===== src/rtl/data_c_pkg.sv =====
// Shared definitions for the data_c latency-absorbing collector: counter sizing,
// status encoding and the supported depth ceiling.
package data_c_pkg;

  localparam int DATA_C_MAX_DEPTH = 256;

  typedef enum logic {
    ST_OK,
    ST_OVERFLOW
  } data_c_status_e;

  function automatic int clog2_plus1(input int depth);
    return $clog2(depth + 1);
  endfunction

endpackage


===== src/rtl/data_c_sync_fifo_core.sv =====
// Result buffer: storage, wrapping pointers, occupancy and the optional zero-latency
// bypass path (enabled by DATA_C_LATENCY_ABSORB_BYPASS_EN).
module data_c_sync_fifo_core
  import data_c_pkg::*;
#(
  parameter  int DSIZE = 8,
  parameter  int DEPTH = 4,
  localparam int CSIZE = clog2_plus1(DEPTH),
  localparam int PSIZE = (DEPTH > 1) ? $clog2(DEPTH) : 1
) (
  input  logic             clock,
  input  logic             rst,
  input  logic             push_i,
  input  logic [DSIZE-1:0] push_data_i,
  input  logic             ready_i,
  output logic             valid_o,
  output logic [DSIZE-1:0] data_o,
  output logic             full_o
);

  logic [DSIZE-1:0] mem_q [DEPTH];
  logic [PSIZE-1:0] wr_ptr_q, wr_ptr_d;
  logic [PSIZE-1:0] rd_ptr_q, rd_ptr_d;
  logic [CSIZE-1:0] occ_q, occ_d;
  logic             empty;
  logic             bypass;
  logic             pop_mem;
  logic             wr_en;

  // Explicit compare-and-wrap so non-power-of-2 depths work.
  function automatic logic [PSIZE-1:0] ptr_inc(input logic [PSIZE-1:0] p);
    return (p == PSIZE'(DEPTH - 1)) ? '0 : p + PSIZE'(1);
  endfunction

  assign empty  = (occ_q == '0);
  assign full_o = (occ_q == CSIZE'(DEPTH));

`ifdef DATA_C_LATENCY_ABSORB_BYPASS_EN
  assign bypass = empty && push_i && !rst;
`else
  assign bypass = 1'b0;
`endif

  assign valid_o = !rst && (!empty || bypass);
  assign pop_mem = !rst && !empty && ready_i;
  // A bypassed result that is consumed immediately never touches storage.
  assign wr_en   = push_i && (!full_o || pop_mem) && !(bypass && ready_i);

  always_comb begin
    data_o = '0;
    if (!rst && !empty) begin
      data_o = mem_q[rd_ptr_q];
    end else if (bypass) begin
      data_o = push_data_i;
    end
  end

  always_comb begin
    wr_ptr_d = wr_en   ? ptr_inc(wr_ptr_q) : wr_ptr_q;
    rd_ptr_d = pop_mem ? ptr_inc(rd_ptr_q) : rd_ptr_q;
    occ_d    = occ_q;
    if (wr_en && !pop_mem) begin
      occ_d = occ_q + CSIZE'(1);
    end else if (!wr_en && pop_mem) begin
      occ_d = occ_q - CSIZE'(1);
    end
  end

  always_ff @(posedge clock) begin
    if (rst) begin
      wr_ptr_q <= '0;
      rd_ptr_q <= '0;
      occ_q    <= '0;
    end else begin
      wr_ptr_q <= wr_ptr_d;
      rd_ptr_q <= rd_ptr_d;
      occ_q    <= occ_d;
    end
  end

  always_ff @(posedge clock) begin
    if (wr_en) begin
      mem_q[wr_ptr_q] <= push_data_i;
    end
  end

endmodule


===== src/rtl/data_c_latency_absorb.sv =====
// Collector for a fixed-latency, non-stallable pipeline: credit-gated issue, buffered
// results, valid/ready output. DATA_C_LATENCY_ABSORB_BYPASS_EN enables empty-FIFO bypass.
module data_c_latency_absorb
  import data_c_pkg::*;
#(
  parameter  int DSIZE = 8,
  parameter  int DEPTH = 4,
  localparam int CSIZE = clog2_plus1(DEPTH)
) (
  input  logic             clock,
  input  logic             rst,
  input  logic             up_valid,
  output logic             up_ready,
  output logic             issue,
  input  logic             rsp_valid,
  input  logic [DSIZE-1:0] rsp_data,
  output logic             down_valid,
  output logic [DSIZE-1:0] down_data,
  input  logic             down_ready,
  output logic [CSIZE-1:0] credits,
  output logic             overflow
);

  logic [CSIZE-1:0] credits_q, credits_d;
  data_c_status_e   status_q, status_d;
  logic             pop;
  logic             fifo_full;

  assign up_ready = (credits_q != '0) && !rst;
  assign issue    = up_valid && up_ready;
  assign pop      = down_valid && down_ready;
  assign credits  = credits_q;
  assign overflow = (status_q == ST_OVERFLOW);

  always_comb begin
    credits_d = credits_q;
    case ({issue, pop})
      2'b10:   credits_d = credits_q - CSIZE'(1);
      // Saturate: stray results after a reset can pop without a matching issue.
      2'b01:   if (credits_q != CSIZE'(DEPTH)) credits_d = credits_q + CSIZE'(1);
      default: credits_d = credits_q;
    endcase
    status_d = status_q;
    if (rsp_valid && fifo_full && !pop) begin
      status_d = ST_OVERFLOW;
    end
  end

  always_ff @(posedge clock) begin
    if (rst) begin
      credits_q <= CSIZE'(DEPTH);
      status_q  <= ST_OK;
    end else begin
      credits_q <= credits_d;
      status_q  <= status_d;
    end
  end

  data_c_sync_fifo_core #(
    .DSIZE(DSIZE),
    .DEPTH(DEPTH)
  ) u_fifo (
    .clock      (clock),
    .rst        (rst),
    .push_i     (rsp_valid),
    .push_data_i(rsp_data),
    .ready_i    (down_ready),
    .valid_o    (down_valid),
    .data_o     (down_data),
    .full_o     (fifo_full)
  );

endmodule

===== config.mk =====
export PLATFORM = sky130hd
export DESIGN_NAME = data_c_latency_absorb
export DESIGN_NICKNAME = d
export VERILOG_FILES = /design/src/rtl/data_c_pkg.sv /design/src/rtl/data_c_sync_fifo_core.sv /design/src/rtl/data_c_latency_absorb.sv
export SDC_FILE = /design/constraint.sdc
export NUM_CORES = 1
export LEC_CHECK = 0
export CAP_MARGIN = 30
export CELL_PAD_IN_SITES_DETAIL_PLACEMENT = 1
export CELL_PAD_IN_SITES_GLOBAL_PLACEMENT = 2
export CORE_MARGIN = 10
export CORE_UTILIZATION = 34
export DETAILED_ROUTE_END_ITERATION = 10
export PLACE_DENSITY = 0.81
export SLEW_MARGIN = 20
export SYNTH_ARGS = -nofsm -noshare
export SYNTH_HDL_FRONTEND = slang
export SYNTH_HIERARCHICAL = 1
export SYNTH_SLANG_ARGS = --single-unit

===== constraint.sdc =====
create_clock -name clock -period 2.2 [get_ports clock]
set_input_delay 0.44 -clock clock [delete_from_list [all_inputs] [get_ports clock]]
set_output_delay 0.44 -clock clock [all_outputs]
set_load 0.05 [all_outputs]

==> metrics.md, run 1 <==
| Metric | Value |
|---|---|
| Number of DRC markers in iteration 0 | `33` |
| Clock tree buffer depth | `2` |
| Met1 global-route usage | `11.6%` |
| Die X-Extent | `95.9 um` |
| Clk sinks | `45` |
| Dominant synthesized flop cell | `edfxtp_1` |
| Setup TNS | `0 ns` |
| I/O Buffers | `27` |
| Max-Cap Viols | `0` |
| R2R setup slack | `0.07 ns` |
| Crit start category | `input port` |
| Final Skew | `0.00851 ns` |
| Clock root buffer | `clkbuf_8` |
| Syn nets | `151` |
| Clk_lat worst skew | `0.29 ns` |
| R2r worst-path depth | `9` |
| Final hold viol count | `0` |
| Diode count | `0` |
| Fin nets | `202` |
| Post-synthesis average cell area | `15.1 sq um` |
| Synthesized area | `0.00196 sq mm` |
| Endpoints failing setup | `0` |
| Largest net degree at the start of global routing | `18` |
| First-pass GRT wire length | `7490 um` |
| GRT met3 Usage | `3.97%` |
| Ys Warns | `6` |
| HPWL after DPL | `3300 um` |
| Cells after DPL | `241` |
| Row cnt | `27` |
| Gr usage total | `10.7%` |
| I/O Pins | `28` |
| Non-filler instance count after layout | `254` |
| Die area | `0.00919 sq mm` |
| CTS tree | `done` |
| Critical path class | `in2reg` |
| EDFF count, synth | `32` |
| Drt wl/cell | `17.4 um` |
| Final RePlAce weighted congestion | `0.784` |
| RR Endpoint | `u_fifo/occ_q[2]$_SDFFE_PP0P_` |
| Drc violations | `0` |
| Netlist cell types | `37` |
| ANT nets after route | `0` |
| Worst Hold Class | `reg2reg` |
| CP arrival | `2.36 ns` |
| Unrepaired setup endpoints after global routing | `yes` |
| GR peak layer | `met2` |
| Worst-Margin Slew | `0.516 ns` |
| Maximum fanout along the worst path | `2` |
| Worst reg2reg path startpoint | `u_fifo/occ_q[2]$_SDFFE_PP0P_` |
| Total power | `3.13 mW` |
| Via Count | `1222` |
| Clk pin slew, worst setup/hold paths | `0.09 ns` |
| Area Overhead vs Synth | `39.2%` |
| CP Capture Type | `flip-flop` |
| Starting Density | `35.3%` |
| Gr ovfl total | `0` |
| FF+latch count, synth | `45` |
| Pwr dens | `1150 mW/mm^2` |
| Crit path from | `rsp_valid` |
| Share of cells above drive strength 1 | `36.8%` |
| Async S/R FF share, synth | `0%` |
| Initial antenna violation count | `0` |
| Max-slew violation count | `0` |
| Final WL | `4410 um` |
| Vias in the first global route | `1412` |
| CTS Hold Bufs | `0` |
| Met2 GRT Util | `19.2%` |
| Period minus WS final | `2.14 ns` |
| TritonCTS buffer count | `5` |
| Relative slew slack | `65.5%` |
| Worst setup endpoint | `u_fifo/occ_q[2]$_SDFFE_PP0P_` |
| Die H | `95.9 um` |
| Vias per inst | `4.81` |
| H-tree levels | `2` |
| LEAKAGE | `0.991 nW` |
| Period Utilization, post-route | `97.4%` |
| Register area share after synthesis | `62.4%` |
| Gate Count Post-Synth | `130` |
| DRT Pass-1 Iters | `4` |
| CP required | `2.42 ns` |
| Top achievable clock speed | `0.467 GHz` |
| Maximum VDD drop | `0.000529 V` |
| Core area | `0.00554 sq mm` |
| Status | `finished, final reports clean` |
==> per-layer routing <==
layer / routed length, um / vias up
li1: - / 587
met1: 1840 / 599
met2: 2270 / 30
met3: 264 / 6
met4: 41 / 0
met5: 0 / -
==> worst max-delay path: stages <==
cell and delay (ns):
clkdlybuf4s50_1 0.48, a21boi_2 0.19, ha_2 0.19, inv_1 0.05
fa_2 0.33, xor2_1 0.15, or3_2 0.42, a21oi_2 0.13
==> worst min path at each step <==
stage	start	endpoint	slack, ns	cells past startpoint
final	overflow$_SDFFE_PP0P_	overflow$_SDFFE_PP0P_	0.51	2
after global routing	overflow$_SDFFE_PP0P_	overflow$_SDFFE_PP0P_	0.55	2
after CTS	overflow$_SDFFE_PP0P_	overflow$_SDFFE_PP0P_	0.52	2
after detailed placement	overflow$_SDFFE_PP0P_	overflow$_SDFFE_PP0P_	0.48	2
after global placement	overflow$_SDFFE_PP0P_	overflow$_SDFFE_PP0P_	0.46	2
after floorplan	u_fifo/rd_ptr_q[0]$_SDFFE_PP0N_	flip-flop	0.47	1
==> cell usage after synthesis, types with 3 or more instances <==
cell | number | area share [%]
edfxtp_1 | 32 | 49
dfxtp_1 | 13 | 13
and2_1 | 12 | 3.8
nor2_1 | 9 | 1.7
mux4_2 | 8 | 9.2
ha_1 | 6 | 3.8
inv_1 | 6 | 1.2
mux2i_1 | 3 | 1.5
nand2b_1 | 3 | 0.96
nor3_1 | 3 | 0.77
o211ai_1 | 3 | 1.2
==> kinds of logic (layout without fill, tap and decap cells) <==
logic type      after synthesis  count (layout)  synth area share, %
simple gates                 39              39                 11.7
mux                          13              13                 11.9
flops                        45              45                 62.4
buf+inv                       9              61                 2.30
xor+xnor                      2               2                0.895
compound gates               14              14                 4.98
fa+ha+maj                     8               8                 5.88
==> flip-flops by register name, indices dropped and copies added (netlist names), named ones only <==
signal           cells
u_fifo/mem_q        32
credits              3
u_fifo/occ_q         3
u_fifo/rd_ptr_q      2
u_fifo/wr_ptr_q      2
overflow             1
==> final cells by class <==
class                      count  area, sq um
fill                         570         2810
inverter                       6         22.5
timing repair buffer          47          544
multi-input combinational     76          742
clock inverter                 3         25.0
tap                           72         90.1
sequential                    45         1230
clock buffer                   5         68.8
==> layout by cell type (no fill, tap or decap), drive strengths merged <==
| master | n |
|---|---|
| a21boi | 1 |
| a21oi | 2 |
| a31oi | 1 |
| and2 | 12 |
| buf | 31 |
| clkbuf | 5 |
| clkdlybuf4s50 | 14 |
| clkinv | 1 |
| clkinvlp | 1 |
| dfxtp | 13 |
| dlygate4sd2 | 2 |
| edfxtp | 32 |
| fa | 2 |
| ha | 6 |
| inv | 7 |
| mux2 | 2 |
| mux2i | 3 |
| mux4 | 8 |
| nand2 | 2 |
| nand2b | 3 |
| nand3 | 1 |
| nand3b | 1 |
| nor2 | 9 |
| nor2b | 2 |
| nor3 | 4 |
| nor3b | 1 |
| o2111ai | 1 |
| o211ai | 3 |
| o21a | 1 |
| o21ai | 1 |
| o22a | 1 |
| o22ai | 1 |
| o31ai | 2 |
| or2 | 1 |
| or3 | 2 |
| or3b | 1 |
| xor2 | 2 |
==> power breakdown <==
| part | switching [mW] | internal, mW |
|---|---|---|
| logic | 0.722 | 0.710 |
| registers | 0.126 | 1.05 |
| clock network | 0.288 | 0.229 |
| total | 1.14 | 1.99 |
==> repair_timing <==
| action | in CTS | in global routing |
|---|---|---|
| hold endpoints to repair | 0 | 0 |
| buffers inserted | 1 | 4 |
| endpoints found under the setup margin | 6 | 8 |
| gates resized for setup | 7 | 3 |
| pin swaps | 3 | 4 |
==> per-stage QoR <==
stage | utilization, % | cell area (sq um) | hold slack [ns] | setup WS, ns
global route | 49.2 | 2730 | 0.545 | -0.0278
global placement | 46.5 | 2570 | 0.460 | -0.273
floorplan | - | 2000 | 0.474 | 0.00532
finish | 49.2 | 2730 | 0.509 | 0.0565
CTS | 48.5 | 2690 | 0.520 | 0.0162
detailed placement | 46.5 | 2570 | 0.484 | -0.364
(Power assumes the default switching activity.)
==> run 2: changes to the inputs <==
- ABC_CLOCK_PERIOD_IN_PS: not set -> 2400
- CORE_UTILIZATION: 34 -> 38
- PLACE_DENSITY: 0.81 -> 0.85
- clock period: 2.2 -> 2.4 ns (I/O delays scaled with it)
==> run 2 against run 1 <==
Compared with the run above:
- cell count decreased by 2.8%
- non-clock buffer count decreased by 5
- wire length down 4.0%
- total power is 8.5% lower
- first-iteration DRC count shrank 24%
- critical endpoint unchanged
- sequential share of layout area up 0.72 points
- highest routed layer unchanged
==> metrics.md, run 2 (same netlist as run 1, synthesis figures left out) <==
| Metric | Value |
|---|---|
| Status | `finished, final reports clean (unchanged)` |
| R2r worst-path depth | `9 (unchanged)` |
| Final RePlAce weighted congestion | `0.766 (was 0.784)` |
| Vias in the first global route | `1362 (was 1412)` |
| Hold Path Stages | `2 (unchanged)` |
| Clk pin slew, worst setup/hold paths | `0.08 ns (was 0.09 ns)` |
| Gr ovfl total | `0 (unchanged)` |
| Setup TNS | `0 ns (unchanged)` |
| Final hold viol count | `0 (unchanged)` |
| CTS Hold Bufs | `0 (unchanged)` |
| ANT nets after route | `0 (unchanged)` |
| Max-Cap Viols | `0 (unchanged)` |
| Diode count | `0 (unchanged)` |
| Fin nets | `197 (was 202)` |
| CP Cell Sequence | `clkdlybuf4s50_1 > nand2b_4 > a21boi_2 > ha_2 > inv_1 > fa_1 > xor2_1 > or3_2 > a21oi_2 (was clkdlybuf4s50_1 > a21boi_2 > ha_2 > inv_1 > fa_2 > xor2_1 > or3_2 > a21oi_2)` |
| Period Utilization, post-route | `97.0%` |
| Worst reg2reg path startpoint | `u_fifo/occ_q[0]$_SDFFE_PP0P_ (was u_fifo/occ_q[2]$_SDFFE_PP0P_)` |
| Area Overhead vs Synth | `35.7% (was 39.2%)` |
| CP Capture Type | `flip-flop (unchanged)` |
| Initial antenna violation count | `0 (unchanged)` |
| Clock share of power | `19.0% (was 16.5%)` |
| Worst Min Path Start | `overflow$_SDFFE_PP0P_ (unchanged)` |
| Gate power share | `44.3% (was 45.8%)` |
| Maximum fanout along the worst path | `3 (was 2)` |
| Pre-CTS WS | `-0.326 ns (was -0.364 ns)` |
| Die area | `0.00842 sq mm (was 0.00919 sq mm)` |
| CTS tree | `done (unchanged)` |
| P_sw | `0.994 mW (was 1.14 mW)` |
| Via Count | `1209 (was 1222)` |
| Row cnt | `26 (was 27)` |
| LEAKAGE | `0.975 nW (was 0.991 nW)` |
| First-pass GRT wire length | `7140 um (was 7490 um)` |
| Number of fill cells | `501 (was 570)` |
| Die H | `91.8 um (was 95.9 um)` |
| Crit start category | `input port (unchanged)` |
| Drt wl/cell | `17.1 um (was 17.4 um)` |
| Top achievable clock speed | `0.430 GHz` |
| Internal | `1.87 mW (was 1.99 mW)` |
| I/O Pins | `28 (unchanged)` |
| Vias per inst | `4.89 (was 4.81)` |
| Drc violations | `0 (unchanged)` |
| Share of cells above drive strength 1 | `28.2% (was 36.8%)` |
| Util after Layout | `52.7% (was 49.2%)` |
| Maximum VDD drop | `0.000490 V (was 0.000529 V)` |
| Die X-Extent | `91.8 um (was 95.9 um)` |
| Critical path class | `in2reg (unchanged)` |
| Flop pwr share | `36.7% (was 37.7%)` |
| Clk_lat worst skew | `0.29 ns (about the same)` |
| Worst Slack Setup Final | `0.0723 ns (was 0.0565 ns)` |
| Largest net degree at the start of global routing | `18 (unchanged)` |
| Area taken by multi-input logic gates | `723 sq um (was 742 sq um)` |
| Switching Fraction | `34.7% (was 36.3%)` |
| Clock tree buffer depth | `2 (unchanged)` |
| DRT Pass-1 Iters | `4 (unchanged)` |
| Starting Density | `38.8% (was 35.3%)` |
| FF/Latch Area | `0.00122 sq mm (was 0.00123 sq mm)` |
| R2R setup slack | `0.19 ns (was 0.07 ns)` |
| Clock root buffer | `clkbuf_8 (unchanged)` |
| Number of DRC markers in iteration 0 | `25 (was 33)` |
| Crit path buffers/inverters | `2 (unchanged)` |
| Slowest cell on the critical path | `clkdlybuf4s50_1 (unchanged)` |
| H-tree levels | `2 (unchanged)` |
| Max-slew violation count | `0 (unchanged)` |
| Commonest cells after routing, fill and taps aside | `edfxtp_1 (32), clkdlybuf4s50_1 (15), buf_4 (15) (was edfxtp_1 (32), buf_4 (18), clkdlybuf4s50_1 (14))` |
| Worst-Margin Slew | `0.511 ns (was 0.516 ns)` |
| Endpoints failing setup | `0 (unchanged)` |
| Hold EP | `overflow$_SDFFE_PP0P_ (unchanged)` |
| Top reg by flops | `u_fifo/mem_q (unchanged)` |
| CP arrival | `2.55 ns (was 2.36 ns)` |
| Max FFs per register | `32 (unchanged)` |
| Period minus WS final | `2.33 ns` |
| Top delay family on crit path | `simple AND/OR/NAND/NOR gates (was buffers and inverters)` |
| Final WL | `4240 um (was 4410 um)` |
| TritonCTS buffer count | `5 (unchanged)` |
| Slowest stage delay, CP | `0.42 ns (was 0.48 ns)` |
| CP required | `2.62 ns (was 2.42 ns)` |
| Core area | `0.00504 sq mm (was 0.00554 sq mm)` |
| Total power | `2.86 mW (was 3.13 mW)` |
| Relative slew slack | `65.8% (was 65.5%)` |
| Commonest non-fill, non-tap cell in the layout | `edfxtp_1 (unchanged)` |
| RR Endpoint | `u_fifo/occ_q[2]$_SDFFE_PP0P_ (unchanged)` |
| Worst Hold Class | `reg2reg (unchanged)` |
| Gr usage total | `10.8% (was 10.7%)` |
| I/O Buffers | `27 (unchanged)` |
| CP Depth | `9 (was 8)` |
| Pwr dens | `1080 mW/mm^2 (was 1150 mW/mm^2)` |
| Clk sinks | `45 (unchanged)` |
| HPWL after DPL | `3140 um (was 3300 um)` |
| Final Skew | `0.00608 ns (was 0.00851 ns)` |
## run 2: how the worst max path moves through the flow
stage	endpoint	startpoint	slack [ns]
detailed placement	u_fifo/occ_q[2]$_SDFFE_PP0P_	rst	-0.33
global placement	u_fifo/occ_q[2]$_SDFFE_PP0P_	rst	-0.20
CTS	u_fifo/occ_q[2]$_SDFFE_PP0P_	rst	0.02
finish	u_fifo/occ_q[2]$_SDFFE_PP0P_	rst	0.07
floorplan	u_fifo/occ_q[2]$_SDFFE_PP0P_	rst	0.04
global route	u_fifo/occ_q[2]$_SDFFE_PP0P_	rst	-0.009
## run 2: power groups by stage
stage / logic (mW) / clock network (mW) / registers [mW]
final: 1.27 / 0.543 / 1.05
after global routing: 1.37 / 0.589 / 1.07
after CTS: 1.27 / 0.565 / 1.05
after detailed placement: 1.26 / 0 / 1.07
after global placement: 1.22 / 0 / 1.06
after floorplan: 0.674 / 0 / 1.10
## run 2: worst reg2reg max path, cell delays in order (launching register included)
cell	delay (ns)
dfxtp_1	0.42
or3b_4	0.19
inv_1	0.06
a21boi_2	0.15
ha_2	0.19
inv_1	0.05
fa_1	0.37
xor2_1	0.15
or3_2	0.42
a21oi_2	0.14
## run 2: through the flow
stage / instances / area, sq um / hold WS (ns)
floorplan: 130 / 1970 / 0.465
global placement: 237 / 2510 / 0.458
detailed placement: 237 / 2510 / 0.500
CTS: 245 / 2630 / 0.525
global route: 247 / 2660 / 0.564
finish: 247 / 2660 / 0.512
## run 2: per-layer routing
metal | up-vias | GRT usage, % | wire [um]
li1 | 576 | - | -
met2 | 30 | 19.4 | 2180
met1 | 601 | 11.2 | 1810
met5 | - | 0 | 0
met3 | 2 | 4.16 | 229
met4 | 0 | 3.47 | 18
## run 2: area by class of cell
type / instances / share of cell area [%]
Timing Repair Buffer: 42 / 18.7
Multi-Input combinational cell: 76 / 27.2
Sequential cell: 45 / 46.0
Tap cell: 70 / 3.30
Inverter: 6 / 0.848
Clock buffer: 6 / 2.73
Clock inverter: 2 / 1.27
## run 2: timing repair
| action | 4_1_cts | 5_1_grt |
|---|---|---|
| setup endpoints to repair | 1 | 1 |
| pin swaps | 0 | 2 |
| gates resized for setup | 1 | 4 |
| buffers inserted | 0 | 2 |
